File: src/rtl/spi_xfer_pkg.sv
// Shared definitions for the SPI transfer queue.
// Holds the FSM state type, the SPI host core register offsets, the GO bit
// position and the width of the WAIT-state timeout counter.
package spi_xfer_pkg;

  typedef enum logic [2:0] {
    StIdle,
    StLoadTx,
    StStart,
    StWait,
    StRdAddr,
    StRdCap
  } xfer_state_e;

  localparam logic [7:0]  SPI_XQ_OFS_DATA = 8'h00;
  localparam logic [7:0]  SPI_XQ_OFS_CTRL = 8'h10;
  localparam int unsigned SPI_XQ_GO_BIT   = 8;
  localparam int unsigned SPI_XQ_CNT_W    = 16;

  // CTRL write data with GO forced high, whatever the caller supplied in bit 8.
  function automatic logic [31:0] ctrl_with_go(input logic [15:0] ctrl);
    logic [15:0] go_mask;
    go_mask = 16'h0001 << SPI_XQ_GO_BIT;
    return {16'h0000, ctrl | go_mask};
  endfunction

endpackage

File: src/rtl/spi_xfer_fifo.sv
// Synchronous first-word-fall-through FIFO.
// Ports:
//   clk_i, rst_ni    clock, asynchronous active-low reset
//   push_i, wdata_i  write side; a push while full is dropped
//   pop_i, rdata_o   read side; rdata_o is the head, a pop while empty is dropped
//   full_o, empty_o  occupancy flags
//   level_o          number of stored entries (0..Depth)
// Depth must be a power of two so the pointers wrap naturally.
module spi_xfer_fifo #(
  parameter int unsigned Width = 32,
  parameter int unsigned Depth = 8
) (
  input  logic                   clk_i,
  input  logic                   rst_ni,
  input  logic                   push_i,
  input  logic [Width-1:0]       wdata_i,
  input  logic                   pop_i,
  output logic [Width-1:0]       rdata_o,
  output logic                   full_o,
  output logic                   empty_o,
  output logic [$clog2(Depth):0] level_o
);

  localparam int unsigned PtrW = $clog2(Depth);

  logic [Width-1:0] mem_q [Depth];
  logic [PtrW-1:0]  wptr_q, wptr_d;
  logic [PtrW-1:0]  rptr_q, rptr_d;
  logic [PtrW:0]    level_q, level_d;
  logic             push_ok, pop_ok;

  assign full_o  = (level_q == (PtrW + 1)'(Depth));
  assign empty_o = (level_q == '0);
  assign push_ok = push_i & ~full_o;
  assign pop_ok  = pop_i & ~empty_o;
  assign rdata_o = mem_q[rptr_q];
  assign level_o = level_q;

  always_comb begin
    wptr_d  = wptr_q;
    rptr_d  = rptr_q;
    level_d = level_q;
    if (push_ok) wptr_d = wptr_q + 1'b1;
    if (pop_ok)  rptr_d = rptr_q + 1'b1;
    unique case ({push_ok, pop_ok})
      2'b10:   level_d = level_q + 1'b1;
      2'b01:   level_d = level_q - 1'b1;
      default: level_d = level_q;
    endcase
  end

  always_ff @(posedge clk_i or negedge rst_ni) begin
    if (!rst_ni) begin
      wptr_q  <= '0;
      rptr_q  <= '0;
      level_q <= '0;
    end else begin
      wptr_q  <= wptr_d;
      rptr_q  <= rptr_d;
      level_q <= level_d;
    end
  end

  // Storage needs no reset: only entries below level_q are ever observed.
  always_ff @(posedge clk_i) begin
    if (push_ok) mem_q[wptr_q] <= wdata_i;
  end

endmodule

File: src/rtl/spi_xfer_queue.sv
// Word-level transfer queue in front of the SPI host core register port.
// TX words are buffered, and for each one the block writes TX_0, writes CTRL
// with GO set, waits for the end-of-character interrupt, then (with the RX path)
// reads RX_0 back into an RX FIFO.
// Ports:
//   clk_i, rst_ni                     clock, asynchronous active-low reset
//   enable_i                          allows new transfers to start
//   ctrl_word_i                       CTRL value per character (GO forced on)
//   tx_wdata_i/tx_valid_i/tx_ready_o  TX word stream
//   rx_rdata_o/rx_valid_o/rx_ready_i  RX word stream (first-word fall-through)
//   tx_level_o, rx_level_o            FIFO occupancies
//   busy_o                            FSM not idle
//   err_o, err_clr_i                  sticky timeout flag and its clear
//   core_*                            SPI host core register port and interrupts
// Build option: define SPI_XFER_QUEUE_RX_EN to include the RX FIFO and the
// RX_0 read-back states. Without it the RX outputs are tied to zero.
module spi_xfer_queue
  import spi_xfer_pkg::*;
#(
  parameter int unsigned DEPTH   = 8,
  parameter int unsigned TIMEOUT = 65535
) (
  input  logic                      clk_i,
  input  logic                      rst_ni,
  input  logic                      enable_i,
  input  logic [15:0]               ctrl_word_i,
  input  logic [31:0]               tx_wdata_i,
  input  logic                      tx_valid_i,
  output logic                      tx_ready_o,
  output logic [31:0]               rx_rdata_o,
  output logic                      rx_valid_o,
  input  logic                      rx_ready_i,
  output logic [$clog2(DEPTH):0]    tx_level_o,
  output logic [$clog2(DEPTH):0]    rx_level_o,
  output logic                      busy_o,
  output logic                      err_o,
  input  logic                      err_clr_i,
  output logic [7:0]                core_addr_o,
  output logic [31:0]               core_wdata_o,
  output logic [3:0]                core_be_o,
  output logic                      core_we_o,
  output logic                      core_re_o,
  input  logic [31:0]               core_rdata_i,
  input  logic                      core_intr_tx_i,
  input  logic                      core_intr_rx_i
);

  logic [31:0] tx_head;
  logic        tx_full, tx_empty, tx_pop;
  logic        rx_space;

  xfer_state_e             state_q, state_d;
  logic [SPI_XQ_CNT_W-1:0] cnt_q, cnt_d;
  logic [SPI_XQ_CNT_W:0]   cnt_inc;
  logic                    err_q, err_d;
  logic [7:0]              addr_q, addr_d;
  logic [31:0]             wdata_q, wdata_d;
  logic [3:0]              be_q, be_d;
  logic                    we_q, we_d;
  logic                    re_q, re_d;

  // The TX head is popped while its value is already registered on core_wdata_o.
  assign tx_pop = (state_q == StLoadTx);

  spi_xfer_fifo #(
    .Width (32),
    .Depth (DEPTH)
  ) u_tx_fifo (
    .clk_i   (clk_i),
    .rst_ni  (rst_ni),
    .push_i  (tx_valid_i),
    .wdata_i (tx_wdata_i),
    .pop_i   (tx_pop),
    .rdata_o (tx_head),
    .full_o  (tx_full),
    .empty_o (tx_empty),
    .level_o (tx_level_o)
  );

  assign tx_ready_o = ~tx_full;

`ifdef SPI_XFER_QUEUE_RX_EN
  logic rx_full, rx_empty, rx_push;

  assign rx_push = (state_q == StRdCap);

  spi_xfer_fifo #(
    .Width (32),
    .Depth (DEPTH)
  ) u_rx_fifo (
    .clk_i   (clk_i),
    .rst_ni  (rst_ni),
    .push_i  (rx_push),
    .wdata_i (core_rdata_i),
    .pop_i   (rx_ready_i),
    .rdata_o (rx_rdata_o),
    .full_o  (rx_full),
    .empty_o (rx_empty),
    .level_o (rx_level_o)
  );

  assign rx_valid_o = ~rx_empty;
  assign rx_space   = ~rx_full;
`else
  logic unused_rx;

  assign unused_rx  = ^{rx_ready_i, core_rdata_i};
  assign rx_rdata_o = '0;
  assign rx_valid_o = 1'b0;
  assign rx_level_o = '0;
  assign rx_space   = 1'b1;
`endif

  assign cnt_inc = {1'b0, cnt_q} + 1'b1;

  always_comb begin
    state_d = state_q;
    cnt_d   = cnt_q;
    err_d   = err_q;
    if (err_clr_i) err_d = 1'b0;

    unique case (state_q)
      StIdle: begin
        if (enable_i && !tx_empty && rx_space) state_d = StLoadTx;
      end
      StLoadTx: state_d = StStart;
      StStart: begin
        cnt_d   = '0;
        state_d = StWait;
      end
      StWait: begin
        cnt_d = cnt_inc[SPI_XQ_CNT_W-1:0];
        // Interrupt has priority over a timeout landing in the same cycle.
        if (core_intr_tx_i || core_intr_rx_i) begin
`ifdef SPI_XFER_QUEUE_RX_EN
          state_d = StRdAddr;
`else
          state_d = StIdle;
`endif
        end else if (cnt_inc == (SPI_XQ_CNT_W + 1)'(TIMEOUT)) begin
          // Setting wins over a clear arriving in the same cycle.
          err_d   = 1'b1;
          state_d = StIdle;
        end
      end
`ifdef SPI_XFER_QUEUE_RX_EN
      StRdAddr: state_d = StRdCap;
      StRdCap:  state_d = StIdle;
`endif
      default:  state_d = StIdle;
    endcase
  end

  // Core port values are decoded from the next state so they are registered
  // alongside it and line up with the state they belong to.
  always_comb begin
    addr_d  = '0;
    wdata_d = '0;
    be_d    = '0;
    we_d    = 1'b0;
    re_d    = 1'b0;
    unique case (state_d)
      StLoadTx: begin
        addr_d  = SPI_XQ_OFS_DATA;
        wdata_d = tx_head;
        be_d    = 4'hF;
        we_d    = 1'b1;
      end
      StStart: begin
        addr_d  = SPI_XQ_OFS_CTRL;
        wdata_d = ctrl_with_go(ctrl_word_i);
        be_d    = 4'h3;
        we_d    = 1'b1;
      end
`ifdef SPI_XFER_QUEUE_RX_EN
      StRdAddr: begin
        addr_d = SPI_XQ_OFS_DATA;
        re_d   = 1'b1;
      end
`endif
      default: ;
    endcase
  end

  always_ff @(posedge clk_i or negedge rst_ni) begin
    if (!rst_ni) begin
      state_q <= StIdle;
      cnt_q   <= '0;
      err_q   <= 1'b0;
      addr_q  <= '0;
      wdata_q <= '0;
      be_q    <= '0;
      we_q    <= 1'b0;
      re_q    <= 1'b0;
    end else begin
      state_q <= state_d;
      cnt_q   <= cnt_d;
      err_q   <= err_d;
      addr_q  <= addr_d;
      wdata_q <= wdata_d;
      be_q    <= be_d;
      we_q    <= we_d;
      re_q    <= re_d;
    end
  end

  assign busy_o       = (state_q != StIdle);
  assign err_o        = err_q;
  assign core_addr_o  = addr_q;
  assign core_wdata_o = wdata_q;
  assign core_be_o    = be_q;
  assign core_we_o    = we_q;
  assign core_re_o    = re_q;

endmodule

File: config.mk
export PLATFORM = sky130hd
export DESIGN_NAME = spi_xfer_queue
export DESIGN_NICKNAME = d
export VERILOG_FILES = /design/src/rtl/spi_xfer_pkg.sv /design/src/rtl/spi_xfer_fifo.sv /design/src/rtl/spi_xfer_queue.sv
export SDC_FILE = /design/constraint.sdc
export NUM_CORES = 1
export LEC_CHECK = 0
export CAP_MARGIN = 10
export CELL_PAD_IN_SITES_DETAIL_PLACEMENT = 1
export CELL_PAD_IN_SITES_GLOBAL_PLACEMENT = 1
export CORE_ASPECT_RATIO = 1.75
export CORE_UTILIZATION = 45
export DETAILED_ROUTE_END_ITERATION = 8
export GPL_TIMING_DRIVEN = 0
export PLACE_DENSITY = 0.87
export SYNTH_ARGS = -nofsm -noshare
export SYNTH_HDL_FRONTEND = slang
export SYNTH_SLANG_ARGS = --single-unit
File: constraint.sdc
create_clock -name clk_i -period 5.9 [get_ports clk_i]
set_input_delay 1.77 -clock clk_i [delete_from_list [all_inputs] [get_ports clk_i]]
set_output_delay 1.77 -clock clk_i [all_outputs]
set_load 0.01 [all_outputs]
# [Word level (Yosys, flattened, before mapping)]
# Memory sizes are Yosys's and may differ from the RTL's.
# Cells that the tools add are included.
# Widths: inputs -> output; s select.
[classes] eq_ne=9 add_sub_neg=5 reduce_logical=9 n_mux=16 n_bitwise=4
[ops] operator="$pmux 32 s2" n=1
[ops] operator="$pmux 16 s2" n=1
[ops] operator="$add 16x1->17 const B" n=1
[ops] operator="$eq 17x16->1 const B" n=1
[ops] operator="$pmux 4 s2" n=2
[ops] operator="$pmux 3 s4" n=1
[ops] operator="$eq 3x2->1 const B" n=3
[ops] operator="$mux 3" n=3
[ops] operator="$mux 1" n=7
[ops] operator="$add 3x1->3 const B" n=2
[ops] operator="$eq 3x1->1 const B" n=2
[ops] operator="$mux 5" n=1
[ops] operator="$add 4x1->4 const B" n=1
[ops] operator="$eq 4x4->1 const B" n=1
[ops] operator="$logic_not 4->1" n=1
[ops] operator="$reduce_bool 2->1" n=2
[ops] operator="$sub 4x1->4 const B" n=1
[ops] operator="$logic_not 3->1" n=1
[ops] operator="$reduce_bool 3->1" n=1
[ops] operator="$and 1x1->1" n=2
[ops] operator="$eq 2x1->1 const B" n=1
[ops] operator="$eq 2x2->1 const B" n=1
[ops] operator="$not 1->1" n=2
[ops] operator="$reduce_or 2->1" n=1
[ops] operator="other kinds (3)" n=3
[word_totals] register_bits=75 wordCells=54 inputBits=88 output_inout_bits=90 memories=1 ram_bits=256
[mem_list] memory="u_tx_fifo.mem_q" words=8 width=32 read_ports=1 rd_ports_with_merged_regs=0 write_ports=1 line="spi_xfer_fifo.sv:26" text="logic [Width-1:0] mem_q [Depth];"

# [Depth between registers and ports, before layout]
# Gate-level depths: netlist of run 1.
[depth] word_depth=8 ltp_mapped=11

# [By module]
# From an unflattened synthesis of run 1, not the netlist that was laid out.
[hier_totals] hier_cells=710 area_unflattened_um2=13216.4
[modules_own_cells] module="spi_xfer_fifo" cells_each=437 seq_area_each_um2=7937.6 area_per_inst_um2=10372.4 instances=1
[modules_own_cells] module="spi_xfer_queue" cells_each=273 seq_area_each_um2=1376.3 area_per_inst_um2=2844.0 instances=1

# [Least setup slack after synthesis of run 1]
# No wires, ideal clock.
[synth_path] path_type="input-to-reg" start="input port tx_valid_i" end="memory u_tx_fifo.mem_q[0][0] (enable)" t_arrival_ns=4.999 cell_stages=2 path_slack_ns=0.400 setup_ns=0.501 path_buffers=0 path_cell_list="nand2_1 nor4_1"
[synth_between] elab_chain_len=3
[synth_rtl] element="start, declared" line="spi_xfer_queue.sv:28" text="input logic tx_valid_i,"
[synth_rtl] element="$and 1x1->1" line="spi_xfer_fifo.sv:34" text="assign push_ok = push_i & ~full_o;"
[synth_rtl] element="$mux 1" line="spi_xfer_fifo.sv:66" text="if (push_ok) mem_q[wptr_q] <= wdata_i;"
[synth_rtl] element="$mux 1 (not written as such)" line="spi_xfer_fifo.sv:66"
[synth_rtl] element="end, declared" line="spi_xfer_fifo.sv:26"
# Every way passes these cells.

# [Worst setup path after layout of run 1]
[layout_path] start="input port tx_valid_i" end="memory u_tx_fifo.mem_q[0][16] (enable)"
# Same word-level chain as after synthesis.

==> out/summary.log, run 1 <==
qor: finish.postLayoutCellArea 15600 um^2
qor: power_and_ir_drop.switching_power 1950 uW
qor: detailed_routing.postRouteWirelength 29.5 mm
qor: placement.post-dp-hpwl 20.3 mm
qor: cts.cts_made_buffers 27
qor: timing.timing.final.setup_violations 0
qor: timing.rsz0062_at_grt false
qor: timing.max_slew.worst_pin.slew 917 ps
qor: grt.grt_util_all_layers 0.211
qor: detailed_routing.drt-wirelength-per-cell 22.7 um
qor: cts.cts_root_buf sky130_fd_sc_hd__clkbuf_16
qor: detailed_routing.dr.pass1.iters 6
qor: timing.layout_worst_path_cycle_share 0.674
qor: grt.use_met1 0.243
qor: detailed_routing.drc 0
qor: yosys.synth_top_cells_by_area sky130_fd_sc_hd__edfxtp_1 (60%), sky130_fd_sc_hd__dfrtp_1 (13%), sky130_fd_sc_hd__mux4_2 (11%), sky130_fd_sc_hd__buf_4 (3.1%), sky130_fd_sc_hd__mux2i_1 (2.6%)
qor: setup_path.critical_path.reg2reg.startpoint state_q[1]
qor: floorplan.start_util 0.457
qor: yosys.synth-seq-area-share 0.728
qor: timing.fin_skew 9.54 ps
qor: setup_path.critPathLaunch tx_valid_i
qor: yosys.async_set_or_reset_flop_fraction_in_the_synthesized_netlist 0.202
qor: yosys.synth_top_area_frac 0.601
qor: power_and_ir_drop.p_int 4750 uW
qor: placement.gp_routability_congestion 0.894
qor: setup_path.cp-end-kind register
qor: cts.cts_tree built
qor: yosys.synth_area_per_cell 18.1 um^2
qor: finish.final_layout_size_suffix_gt1_frac 0.229
qor: yosys.synth.lib_cells_used.distinct 48
qor: worst_hold_path.hold_path_stages 1
qor: yosys.synthCells 706
qor: detailed_routing.ant_nets 0
qor: power_and_ir_drop.clock_power_share 0.265
qor: power_and_ir_drop.seq_power_share 0.443
qor: timing.hold_slack 509 ps
qor: worst_hold_path.hold_path_class register to register
qor: cts.post_cts_hold_buffer_count 0
qor: placement.numPlacedInstances 1245
qor: floorplan.core_region_area 28000 um^2
qor: yosys.syn_area 12800 um^2
qor: setup_path.critical-path-top-cell-by-count sky130_fd_sc_hd__buf_4
qor: grt.grt_start_max_net_pins 66
qor: yosys.synth_warnings 0
qor: setup_path.cp_data_required_time 6160 ps
qor: detailed_routing.viasPerCell 5.29
qor: cts.clk-insertion-delay-late 560 ps
qor: power_and_ir_drop.pwr-share-comb 0.291
qor: power_and_ir_drop.power.switching_fraction 0.291
qor: worst_hold_path.timing.hold.worst.start cnt_q[15]
qor: floorplan.die_x 129 um
qor: timing.slew_violations 0
qor: floorplan.num_io_pins 178
qor: finish.fillerInstances 2616
qor: yosys.synth_top_area_cell sky130_fd_sc_hd__edfxtp_1
qor: power_and_ir_drop.power.density 430 nW/um^2
qor: grt.grt_overflow_total 0
qor: setup_path.setup.worst_path.start_class input port
qor: finish.fin_nets 997
qor: power_and_ir_drop.ir_drop 0.000251 V
qor: detailed_routing.drt-initial-drc-count 409
qor: flow_run.max_cap_viol_count 0
qor: status.run_status completed
qor: cts.cts.htree.levels 1
qor: floorplan.floorplan.die_area 29100 um^2
qor: setup_path.r2r_cells 11
qor: setup_path.crit_arrival 4240 ps
qor: finish.area_growth_syn_to_layout 21.8%
qor: timing.timing.max_slew.rel_slack 0.389
qor: grt.grt_pass1_wl 44.8 mm
qor: timing.timing.setup.tns 0 ps
qor: cts.clock_sinks 321
qor: yosys.yosys_most_used_dff sky130_fd_sc_hd__edfxtp_1
qor: finish.final_cells 1296
qor: timing.finalWorstPathRequiredPeriod 3970 ps
qor: detailed_routing.dr_total_vias 6852
qor: cts.cts_resized 0
qor: setup_path.cp_slowest_stage_delay 670 ps
qor: cts.cts_post_setup_buffers_inserted 0
qor: cts.path_clk_slew 70 ps
qor: grt.top_usage_layer met2
qor: setup_path.timing.critical_path.cells clkdlybuf4s50_1 > nand2_1 > nor4_2 > buf_4 > buf_4 > buf_4 > buf_4 > buf_4
qor: timing.maxClockFrequency 0.252 GHz
qor: yosys.synth-seq-cells 321
qor: grt.m3_gr_usage 0.0256
qor: timing.report.final.hold_viol_count 0
qor: setup_path.worstSetupPathType input port to register
qor: power_and_ir_drop.leakage 0.00559 uW
qor: cts.clock_tree.buffer_depth 3
qor: grt.use_met2 0.393
qor: grt.grt_antenna_before_repair 2
qor: floorplan.rows 81
qor: placement.placed_area 14700 um^2
qor: yosys.synth_enable_flop_cells 256
qor: placement.place.port_buffers 98
qor: grt.vias_in_the_first_global_route 7554
qor: setup_path.critical_path_fanouts_max 7
qor: setup_path.critical-path-slowest-cell sky130_fd_sc_hd__nor4_2
qor: floorplan.die-height 225 um
[worst paths after layout]
check | end | slack [ps]
worst max-delay path | u_tx_fifo.mem_q[0][16] | 1930
worst min-delay path | cnt_q[15] | 510
min in group asynchronous | state_q[0] | 1340
worst min register to register | cnt_q[15] | 510
worst max register to register | u_tx_fifo.level_o[3] | 2840
max in group asynchronous | core_wdata_o[25] | 3950
[state kept, by name, indices dropped and copies added, names as in the netlist]
register           count
cnt_q                 16
core_addr_o            1
u_tx_fifo.mem_q      256
core_wdata_o          32
state_q                3
core_be_o              2
u_tx_fifo.wptr_q       3
err_o                  1
u_tx_fifo.level_o      4
u_tx_fifo.rptr_q       3
[stage by stage]
stage	power (uW)	utilization	setup slack, ps
final	6700	0.557	1930
after global routing	6960	0.557	1790
after CTS	6770	0.557	1910
after detailed placement	4990	0.526	1300
after global placement	4820	0.515	-3150
after floorplan	4200	-	400
[cell usage after synthesis, types with 3 or more instances]
| cell | instances |
|---|---|
| sky130_fd_sc_hd__edfxtp_1 | 256 |
| sky130_fd_sc_hd__dfrtp_1 | 65 |
| sky130_fd_sc_hd__mux4_2 | 64 |
| sky130_fd_sc_hd__buf_4 | 52 |
| sky130_fd_sc_hd__nand2_1 | 43 |
| sky130_fd_sc_hd__o21ai_0 | 35 |
| sky130_fd_sc_hd__mux2i_1 | 33 |
| sky130_fd_sc_hd__nor2_1 | 25 |
| sky130_fd_sc_hd__buf_2 | 13 |
| sky130_fd_sc_hd__nand3_1 | 13 |
| sky130_fd_sc_hd__inv_1 | 9 |
| sky130_fd_sc_hd__a21oi_1 | 8 |
| sky130_fd_sc_hd__clkbuf_1 | 8 |
| sky130_fd_sc_hd__xnor2_1 | 8 |
| sky130_fd_sc_hd__ha_1 | 7 |
| sky130_fd_sc_hd__nor3_1 | 7 |
| sky130_fd_sc_hd__o31ai_1 | 7 |
| sky130_fd_sc_hd__buf_1 | 4 |
| sky130_fd_sc_hd__nand2b_1 | 4 |
| sky130_fd_sc_hd__xor2_1 | 4 |
| sky130_fd_sc_hd__a31oi_1 | 3 |
| sky130_fd_sc_hd__and3_1 | 3 |
| sky130_fd_sc_hd__nor4_1 | 3 |
[placed cells by master, fill, tap and decap left out, types with 4 or more instances in the layout]
cell type / synthesis / routed
sky130_fd_sc_hd__a21oi_1: 8 / 8
sky130_fd_sc_hd__buf_1: 4 / 4
sky130_fd_sc_hd__buf_2: 13 / 13
sky130_fd_sc_hd__buf_4: 52 / 62
sky130_fd_sc_hd__buf_6: 1 / 11
sky130_fd_sc_hd__clkbuf_1: 8 / 14
sky130_fd_sc_hd__clkbuf_16: 0 / 27
sky130_fd_sc_hd__clkdlybuf4s50_1: 0 / 97
sky130_fd_sc_hd__clkinv_2: 0 / 6
sky130_fd_sc_hd__conb_1: 1 / 46
sky130_fd_sc_hd__dfrtp_1: 65 / 65
sky130_fd_sc_hd__edfxtp_1: 256 / 256
sky130_fd_sc_hd__ha_1: 7 / 7
sky130_fd_sc_hd__inv_1: 9 / 9
sky130_fd_sc_hd__mux2i_1: 33 / 33
sky130_fd_sc_hd__mux4_2: 64 / 64
sky130_fd_sc_hd__nand2_1: 43 / 43
sky130_fd_sc_hd__nand2b_1: 4 / 4
sky130_fd_sc_hd__nand3_1: 13 / 13
sky130_fd_sc_hd__nor2_1: 25 / 22
sky130_fd_sc_hd__nor3_2: 1 / 5
sky130_fd_sc_hd__o21ai_0: 35 / 35
sky130_fd_sc_hd__o31ai_1: 7 / 7
sky130_fd_sc_hd__xnor2_1: 8 / 8
sky130_fd_sc_hd__xor2_1: 4 / 4
[power groups by stage]
stage               registers (uW)  logic (uW)  clock network (uW)
global route                  3000        2100                1860
CTS                           2970        1990                1810
global placement              3010        1810                   0
finish                        2970        1950                1780
detailed placement            3010        1980                   0
floorplan                     3010        1190                   0
[worst max-delay path, delay by kind of cell]
family	cells	cell delay, ps
buffers and inverters	6	1520
and+or+nand+nor	2	920
[area by class of cell]
cell class	count	area [um^2]	area share
antenna	2	5.00	0.000321
buffer	80	522	0.0335
clock buffer	34	712	0.0457
clock inverter	15	155	0.00996
inverter	9	33.8	0.00217
multi-input combinational	341	3140	0.202
sequential	321	9310	0.598
tap	373	467	0.0299
timing repair buffer	121	1230	0.0792
[cells by family (layout without fill, tap and decap cells)]
kind of cell               after synthesis  after routing  synth area share
AOI/OAI and AO/OA                       66             66            0.0306
xor gates and xnor gates                12             12           0.00822
adders and majority gates                8              8           0.00841
buffers and inverters                   89            259            0.0434
DFF                                    321            321             0.728
muxes                                   99             99             0.141
other                                    1             48          0.000293
and+or+nand+nor                        110            110            0.0405
[layer usage]
metal | wire length, um | vias up
met5 | 0 | -
met4 | 793 | 0
met3 | 1340 | 48
met2 | 16400 | 226
met1 | 10900 | 3544
li1 | - | 3034
Note: power is estimated with default switching activity, not from simulation.
==> run 2: changes to the inputs <==
- CORE_UTILIZATION: 45 -> 42
- PLACE_DENSITY: 0.87 -> 0.86
- clock period: 5.9 -> 3.4 ns (I/O delays scaled with it)
==> run 2 against run 1 <==
Effect of this change:
- clock skew grew 9.5 ps
- sequential power grew 74%
- power rose by 79%
- sequential share of layout area decreased by 0.66 points
- die area up 7.1%
- final cell count grew 0.93%
- utilization down 3.1 points
- via count grew 0.47%
- wire length grew 3.8%
- global-route usage decreased by 1.1 points
- cell area grew 1.1%
- register-to-register slack lost 2500 ps
- critical endpoint is now u_tx_fifo.level_o[3]
==> out/summary.log, run 2 (synthesis gave the netlist of run 1 again) <==
qor: floorplan.rows 84 [+3.7%]
qor: cts.cts.htree.levels 1 [unchanged]
qor: setup_path.cp-end-kind register
qor: timing.timing.final.setup_violations 0 [unchanged]
qor: timing.finalWorstPathRequiredPeriod 3040 ps
qor: cts.clock_sinks 321 [unchanged]
qor: timing.setup_ws 363 ps [-1560 ps]
qor: floorplan.die-height 233 um [+3.5%]
qor: setup_path.critical_path_fanouts_max 10 [+3]
qor: detailed_routing.ant_nets 0 [unchanged]
qor: detailed_routing.dr_total_vias 6884 [+0.47%]
qor: detailed_routing.drt-initial-drc-count 404 [-1.2%]
qor: power_and_ir_drop.leakage 0.00565 uW [+1.0%]
qor: flow_run.max_cap_viol_count 0 [unchanged]
qor: cts.path_clk_slew 70 ps [about the same]
qor: setup_path.r2r_cells 11 [unchanged]
qor: detailed_routing.postRouteWirelength 30.6 mm [+3.8%]
qor: grt.grt_overflow_total 0 [unchanged]
qor: setup_path.crit_arrival 3480 ps [-760 ps]
qor: floorplan.die_x 134 um [+3.5%]
qor: placement.place.port_buffers 98 [unchanged]
qor: finish.final_layout_size_suffix_gt1_frac 0.234 [+0.00511]
qor: timing.timing.setup.tns 0 ps [unchanged]
qor: finish.number_of_flip_flops_in_the_largest_register 256 [unchanged]
qor: floorplan.floorplan.die_area 31200 um^2 [+7.1%]
qor: status.run_status completed
qor: timing.layout_worst_path_cycle_share 0.893
qor: power_and_ir_drop.p_total 12000 uW [+79%]
qor: timing.slew_violations 0 [unchanged]
qor: cts.post_cts_hold_buffer_count 0 [unchanged]
qor: timing.max_slew.worst_pin.slew 1110 ps [+189 ps]
qor: finish.fin_nets 992 [-0.50%]
qor: grt.grt_pass1_wl 45.4 mm [+1.4%]
qor: finish.registers.top_by_ff_count u_tx_fifo.mem_q
qor: timing.fin_skew 19.0 ps [+9.50 ps]
qor: grt.vias_in_the_first_global_route 7439 [-1.5%]
qor: power_and_ir_drop.ir_drop 0.000365 V [+45%]
qor: cts.cts_tree built
qor: detailed_routing.drt-wirelength-per-cell 23.4 um [+2.8%]
qor: timing.report.final.hold_viol_count 0 [unchanged]
qor: floorplan.start_util 0.427 [-0.0303]
qor: placement.post-dp-hpwl 20.6 mm [+1.4%]
qor: cts.clock_tree.buffer_depth 3 [unchanged]
qor: cts.cts_made_buffers 28 [+3.7%]
qor: timing.maxClockFrequency 0.329 GHz
qor: power_and_ir_drop.power.density 761 nW/um^2 [+77%]
qor: floorplan.core_region_area 30000 um^2 [+7.1%]
qor: placement.gp_routability_congestion 0.869 [-2.8%]
qor: cts.cts_post_setup_buffers_inserted 0 [unchanged]
qor: setup_path.worstSetupPathType register to register
qor: detailed_routing.viasPerCell 5.26 [-0.45%]
qor: detailed_routing.dr.pass1.iters 4 [-2]
qor: worst_hold_path.hold_path_class input port to asynchronous set/reset pin
qor: grt.grt_start_max_net_pins 52 [-21%]
qor: finish.area_growth_syn_to_layout 23.2%
qor: cts.cts_resized 0 [unchanged]
qor: cts.cts_root_buf sky130_fd_sc_hd__clkbuf_16
qor: finish.highest_count_cells_in_the_layout_ignoring_fill_and_taps sky130_fd_sc_hd__edfxtp_1 (256), sky130_fd_sc_hd__clkdlybuf4s50_1 (97), sky130_fd_sc_hd__dfrtp_1 (65)
qor: floorplan.num_io_pins 178 [unchanged]
qor: setup_path.setup.worst_path.start_class register
qor: finish.fillerInstances 2781 [+6.3%]
qor: timing.rsz0062_at_grt false
qor: grt.grt_util_all_layers 0.200 [-0.0113]
qor: placement.placement.setup.worst_slack 8.22 ps [-1300 ps]
qor: grt.grt_antenna_before_repair 3 [+1]
qor: timing.timing.max_slew.rel_slack 0.258 [-0.131]
qor: setup_path.cp_data_required_time 3840 ps [-2320 ps]
qor: cts.clk-insertion-delay-late 560 ps [about the same]
qor: detailed_routing.drc 0 [unchanged]
qor: finish.mostFrequentLayoutCell sky130_fd_sc_hd__edfxtp_1
[run 2: cell types whose count changed in the layout (fill, tap and decap cells not counted), moves of 3 or more]
cell | previous run | this run
sky130_fd_sc_hd__buf_12 | 3 | 0
sky130_fd_sc_hd__buf_16 | 0 | 5
sky130_fd_sc_hd__buf_4 | 62 | 53
sky130_fd_sc_hd__buf_8 | 1 | 4
sky130_fd_sc_hd__clkbuf_1 | 14 | 9
sky130_fd_sc_hd__inv_6 | 1 | 5
[run 2: worst max-delay path, cell delays in order (launching register included)]
cell	delay [ps]
sky130_fd_sc_hd__dfrtp_1	360
sky130_fd_sc_hd__clkbuf_1	180
sky130_fd_sc_hd__nor3_2	730
sky130_fd_sc_hd__and2_1	250
sky130_fd_sc_hd__buf_6	140
sky130_fd_sc_hd__ha_1	200
sky130_fd_sc_hd__ha_1	250
sky130_fd_sc_hd__a21o_2	220
sky130_fd_sc_hd__a21oi_1	220
sky130_fd_sc_hd__xnor2_1	170
sky130_fd_sc_hd__nor2_1	70
sky130_fd_sc_hd__xor2_1	140
[run 2: area by class of cell]
class / count / area [um^2] / area share
antenna: 3 / 7.51 / 0.000476
multi-input combinational: 341 / 3160 / 0.200
timing repair buffer: 115 / 1270 / 0.0804
clock buffer: 30 / 729 / 0.0463
buffer: 80 / 522 / 0.0331
sequential: 321 / 9310 / 0.591
inverter: 9 / 33.8 / 0.00214
clock inverter: 22 / 243 / 0.0154
tap: 387 / 484 / 0.0307
[run 2: final timing paths]
kind	startpoint	to	slack, ps
worst max-delay path	state_q[1]	u_tx_fifo.level_o[3]	360
worst min-delay path	rst_ni	core_wdata_o[23]	330
worst max register to register	state_q[1]	u_tx_fifo.level_o[3]	360
worst min register to register	cnt_q[12]	cnt_q[12]	520
max in group asynchronous	rst_ni	core_wdata_o[2]	2480
min in group clk_i	cnt_q[12]	cnt_q[12]	520
[run 2: metal layers]
metal | global-route usage | up-vias | share of wire
met3 | 0.0268 | 51 | 0.037
met4 | 0.0866 | 0 | 0.028
li1 | - | 3034 | -
met5 | 0 | - | 0
met1 | 0.213 | 3593 | 0.37
met2 | 0.385 | 206 | 0.57
[run 2: metrics by stage]
| stage | cell area (um^2) | util | std cells | hold slack, ps |
|---|---|---|---|---|
| 3_3_place_gp | 14400 | 0.482 | 1236 | 476 |
| 4_1_cts | 15700 | 0.526 | 1305 | 312 |
| 2_1_floorplan | 13000 | - | 751 | 451 |
| 3_5_place_dp | 14800 | 0.493 | 1253 | 505 |
| 6_report | 15800 | 0.526 | 1308 | 326 |
| 5_1_grt | 15800 | 0.526 | 1308 | 329 |
[run 2: power breakdown]
part           switching, uW  internal, uW  total, uW
Clock                   1480          1890       3370
Combinational           1800          1640       3440
Sequential               274          4900       5180
Total                   3550          8430      12000
==> run 3: changes to the inputs <==
--- a/constraint.sdc
+++ b/constraint.sdc
@@ -3,2 +3,2 @@
 set_output_delay 1.02 -clock clk_i [all_outputs]
-set_load 0.01 [all_outputs]
+set_load 0.05 [all_outputs]
==> results of run 3 <==
Same layout as run 2 (identical final DEF). Status: completed.
Main changes from that run: setup slack after layout 363 ps -> 165 ps; end point of the critical path u_tx_fifo.level_o[3] -> busy_o; total power 12000 uW -> 12500 uW; worst IR drop on VDD 0.000365 V -> 0.000367 V
